## src/rtl/multicycle_sequencer.sv

```systemverilog
// Multicycle instruction sequencer: steps one instruction at a time through the
// fetch, decode, execute, memory and writeback stages, and keeps the PC and activity counters.
module multicycle_sequencer #(
    parameter int               WORD        = 64,
    parameter int               CNT_W       = 32,
    parameter int               MEM_TIMEOUT = 16,
    parameter int               SKIP_MEM    = 1,
    parameter logic [WORD-1:0]  RESET_PC    = '0
) (
    input  logic              clk,
    input  logic              reset,
    input  logic              run,
    input  logic              step_mode,
    input  logic              step,
    input  logic              mem_access,
    input  logic              mem_ack,
    input  logic              pc_src,
    input  logic [WORD-1:0]   branch_target,
    output logic              fetch_en,
    output logic              decode_en,
    output logic              exec_en,
    output logic              wb_en,
    output logic              mem_req,
    output logic              mem_en,
    output logic [WORD-1:0]   cur_pc,
    output logic [CNT_W-1:0]  instr_count,
    output logic [CNT_W-1:0]  cycle_count,
    output logic              busy,
    output logic              timeout_err
);

    localparam int WAIT_W = $clog2(MEM_TIMEOUT + 1);

    localparam logic [2:0] S_IDLE      = 3'd0;
    localparam logic [2:0] S_FETCH     = 3'd1;
    localparam logic [2:0] S_DECODE    = 3'd2;
    localparam logic [2:0] S_EXECUTE   = 3'd3;
    localparam logic [2:0] S_MEMORY    = 3'd4;
    localparam logic [2:0] S_WRITEBACK = 3'd5;
    localparam logic [2:0] S_ERROR     = 3'd6;

    logic [2:0]        state;
    logic [2:0]        next_state;
    logic [WAIT_W-1:0] wait_cnt;
    logic              timeout_hit;
    logic              start_ok;
    logic              use_mem;

    assign start_ok    = run && (!step_mode || step);
    assign use_mem     = mem_access || (SKIP_MEM == 0);
    // The counter holds the number of ack-less cycles before this one, so this is the last allowed cycle.
    assign timeout_hit = (wait_cnt == WAIT_W'(MEM_TIMEOUT - 1));

    always_comb begin
        next_state = state;
        case (state)
            S_IDLE:      if (start_ok) next_state = S_FETCH;
            S_FETCH:     next_state = S_DECODE;
            S_DECODE:    next_state = S_EXECUTE;
            S_EXECUTE:   next_state = use_mem ? S_MEMORY : S_WRITEBACK;
            S_MEMORY: begin
                if (mem_ack)
                    next_state = S_WRITEBACK;
                else if (timeout_hit)
                    next_state = S_ERROR;
            end
            S_WRITEBACK: next_state = (run && !step_mode) ? S_FETCH : S_IDLE;
            S_ERROR:     next_state = S_ERROR;
            default:     next_state = S_IDLE;
        endcase
    end

    always_ff @(posedge clk) begin
        if (!reset) begin
            state       <= S_IDLE;
            cur_pc      <= RESET_PC;
            instr_count <= '0;
            cycle_count <= '0;
            wait_cnt    <= '0;
        end else begin
            state <= next_state;

            if (busy)
                cycle_count <= cycle_count + CNT_W'(1);

            if (state == S_EXECUTE)
                wait_cnt <= '0;
            else if (state == S_MEMORY && !mem_ack)
                wait_cnt <= wait_cnt + WAIT_W'(1);

            if (state == S_WRITEBACK) begin
                cur_pc      <= pc_src ? branch_target : cur_pc + WORD'(4);
                instr_count <= instr_count + CNT_W'(1);
            end
        end
    end

    // Everything below is a pure decode of the current state; ERROR can only be left by reset,
    // so deriving timeout_err from it keeps the flag sticky.
    assign fetch_en    = (state == S_FETCH);
    assign decode_en   = (state == S_DECODE);
    assign exec_en     = (state == S_EXECUTE);
    assign wb_en       = (state == S_WRITEBACK);
    assign mem_req     = (state == S_MEMORY);
    assign mem_en      = (state == S_MEMORY) && mem_ack;
    assign busy        = (state != S_IDLE) && (state != S_ERROR);
    assign timeout_err = (state == S_ERROR);

endmodule
```

## config.mk

```make
export PLATFORM = sky130hd
export DESIGN_NAME = multicycle_sequencer
export DESIGN_NICKNAME = d
export VERILOG_FILES = /design/src/rtl/multicycle_sequencer.sv
export SDC_FILE = /design/constraint.sdc
export NUM_CORES = 1
export LEC_CHECK = 0
export CAP_MARGIN = 0
export CORE_UTILIZATION = 31
export DETAILED_ROUTE_END_ITERATION = 10
export GPL_ROUTABILITY_DRIVEN = 0
export HOLD_SLACK_MARGIN = 0.02
export PLACE_DENSITY = 0.61
export REMOVE_ABC_BUFFERS = 1
export SLEW_MARGIN = 20
export SYNTH_ARGS = -nofsm -noshare
export SYNTH_HDL_FRONTEND = slang
export SYNTH_SLANG_ARGS = --single-unit
```

## constraint.sdc

```tcl
create_clock -name clk -period 5.3 [get_ports clk]
set_clock_uncertainty 0.2 [all_clocks]
set_input_delay 1.325 -clock clk [delete_from_list [all_inputs] [get_ports clk]]
set_output_delay 1.325 -clock clk [all_outputs]
set_load 0.02 [all_outputs]
```

==> impl_metrics.toml <==
[sta]
rsz0062_at_grt = "false"
finalCritPeriodShare_pct = 77.02
setup_tns_ns = 0
fmax_mhz = 245.0
setup_viol = 0
finalMaxSlewViolations = 0
worst_slew_pin_slew_ns = 1.159
relSlewSlack_pct = 22.14
fin_crit_ns = 4.082
hold_viol_final = 0

[synth]
ys.flop_type = "dfxtp_1"
synthAdderAreaFrac_pct = 0.8092
avgSynthCellArea_um2 = 7.670
netlist_instances = 1008
synth_area_leader_cell = "dfxtp_1"
synth_edf_count = 0
ys_async_sr_fraction_pct = 0
synth_compound_area_share_pct = 18.58
synthDominantCellAreaShare_pct = 35.22
synthXorXnorAreaFrac_pct = 5.551
yosysUniqueCellTypes = 67
synth_top_family_by_area = "simple AND/OR/NAND/NOR gates"
synthSimpleGateAreaFrac_pct = 33.86
netlist_top_cells_area = "dfxtp_1 35%, nand2_1 4.9%, nor2_1 4.8%, nand4_1 4.4%, nand3_1 4.3%"
synth_area_um2 = 7731
ys_seq_area_share_pct = 35.22
ys_ff_latch = 136
ys_warn_count = 0
synth_mux_area_share_pct = 1.440

[route]
ant_nets = 0
drc = 0
drtIter0Drc = 605
viasPerCell = 5.542
wl_mm = 25.96
firstDrtPassIters = 5
vias = 8390
wl_per_cell_um = 17.15

[floorplan]
die_h_um = 159.9
die_w_um = 159.9
dieArea_um2 = 25570
io_pins = 208
coreArea_um2 = 24390
start_util_pct = 31.70
rows = 57

[critical_path]
worst_setup_path_end_kind = "output port"
arrival_ns = 2.56
cp-start-kind = "input pin"
crit_type = "in -> out"
r2r_end = "cur_pc[53]"
startpoint = "mem_ack"
cp.required_ns = 3.77
rr_startpoint = "state[1]"
reg2reg_slack_ns = 2.23
reg2reg_depth = 7
crit_path_max_fanout = 2

[hold_path]
hold_depth = 2
hp-class = "reg -> reg"
min_from = "cur_pc[1]"
hold_path_end = "cur_pc[1]"

[placed_design]
dp.cells = 1479
io_buffers = 207
hpwl_mm = 17.49

[clock_tree]
clock-root-buffer = "clkbuf_16"
cts_sinks = 136
clkTransAtPathRegs_ns = 0.06
cts_buffers = 17
hold_buffers = 0
cts_tree = "yes"
postCtsSetupBuffers = 0
htreeDepth = 4
cts_resized = 0
cts_buffer_depth = 2
clock_latency_ns = 0.42

[global_route]
grt_use_total_pct = 20.04
use_met1_pct = 26.29
grt_overflow = 0
grt_util_met3_pct = 5.766
grt_max_degree = 73
grt_first_pass_wirelength_mm = 41.79
grt_pass1_vias = 7729
met2_usage_pct = 32.11
antenna_found_initial = 3
busiest_layer = "met2"

[layout]
final_cell_count_no_fill = 1514
drive_gt1_share_pct = 5.055
nFillCells = 2435
area_delta_synth_final_pct = 36.67
nets = 1251

[outcome]
status = "finished clean"

[run]
max_cap_violations = 0

[power_and_ir_drop]
pwr_density_cell_nw_per_um2 = 221.9
leakagePower_nw = 3.366
irDropWorstVdd_mv = 0.1782
[worst max path at each step]
stage,endpoint,slack [ns],cells past startpoint
final,mem_en,1.22,3
after global routing,mem_en,1.16,3
after CTS,mem_en,1.22,3
after detailed placement,mem_en,1.22,3
after global placement,mem_en,1.23,3
after floorplan,wb_en,0.23,2
[sequential cells by signal, indices dropped and copies added, names as in the netlist]
signal / count
cur_pc: 64
cycle_count: 32
instr_count: 32
state: 3
wait_cnt: 5
[critical path: stages]
cell and delay (ns):
clkdlybuf4s50_1 0.48, and2_1 0.15, clkdlybuf4s50_1 0.61
[report_power, final]
| part | switching [mW] | internal, mW | total [mW] |
|---|---|---|---|
| registers | 0.0145 | 1.03 | 1.04 |
| logic | 0.0890 | 0.0853 | 0.174 |
| clock network | 0.517 | 0.610 | 1.13 |
[logic make-up (layout without fill, tap and decap cells)]
kind of cell | after synthesis | after routing
other | 0 | 3
AOI/OAI and AO/OA | 216 | 216
buffers and inverters | 91 | 270
xor gates and xnor gates | 49 | 49
and+or+nand+nor | 500 | 500
DFF | 136 | 136
muxes | 11 | 11
adders and majority gates | 5 | 5
[cell usage in the layout, fill, tap and decap left out, drive strengths merged, types with 14 or more instances in the layout]
master         instances
clkdlybuf4s50        205
dfxtp                136
nand2                101
nor2                  99
nand3                 67
a21oi                 57
nand4                 56
o21ai                 42
nor3                  32
xnor2                 31
and3                  29
or3                   25
nor4                  25
inv                   23
a31oi                 22
xor2                  18
and4                  18
o211ai                18
clkbuf                18
buf                   14
[cell usage after synthesis (3+ instances only)]
cell type / instances
a21o_1: 6
mux2i_1: 10
nand4_1: 54
o31ai_1: 6
a22o_1: 3
a22oi_1: 6
ha_1: 5
buf_1: 7
nand2_1: 101
or3_1: 25
a21oi_1: 57
a31oi_1: 22
o31a_1: 4
xnor2_1: 31
xor2_1: 18
inv_1: 16
nor2b_1: 7
nor4_1: 24
nand3b_1: 9
nor2_1: 99
clkbuf_1: 62
a41oi_1: 4
o221a_2: 4
nor3_1: 32
o311ai_0: 6
o21ai_0: 42
dfxtp_1: 136
o311a_1: 5
or4_1: 11
o22ai_1: 3
and3_1: 29
nand3_1: 67
o211ai_1: 18
nand2b_1: 5
and2_1: 6
o41ai_1: 6
and4_1: 18
[metrics by stage]
| step | hold slack, ns | total power [mW] | util, % | worst slack, ns | instance area (um^2) |
|---|---|---|---|---|---|
| final | 0.2605 | 2.345 | 43.32 | 1.218 | 10570 |
| after detailed placement | 0.2545 | 1.240 | 41.05 | 1.223 | 10010 |
| after global placement | 0.2503 | 1.240 | 41.05 | 1.233 | 10010 |
| after CTS | 0.2633 | 2.374 | 43.29 | 1.215 | 10560 |
| after global routing | 0.2773 | 2.433 | 43.29 | 1.161 | 10560 |
| after floorplan | 0.2714 | 1.126 | - | 0.2272 | 7451 |
[layer usage]
metal,routed length (um),part of all wire [%]
met1,11840,46
met2,11960,46
met3,1814,7.0
met4,345,1.3
met5,0,0
[area by class of cell]
class,instances,area [um^2],share of cell area (%)
flip-flops and latches,136,2723,25.77
repair buffers,219,2155,20.39
clock buffers,18,429.2,4.062
multi-input cells,781,4657,44.07
inverters,19,72.57,0.6868
well taps,324,405.4,3.837
clock inverters,14,117.6,1.113
diodes,3,7.507,0.07105
No activity file was read; power rests on OpenSTA's default activity.
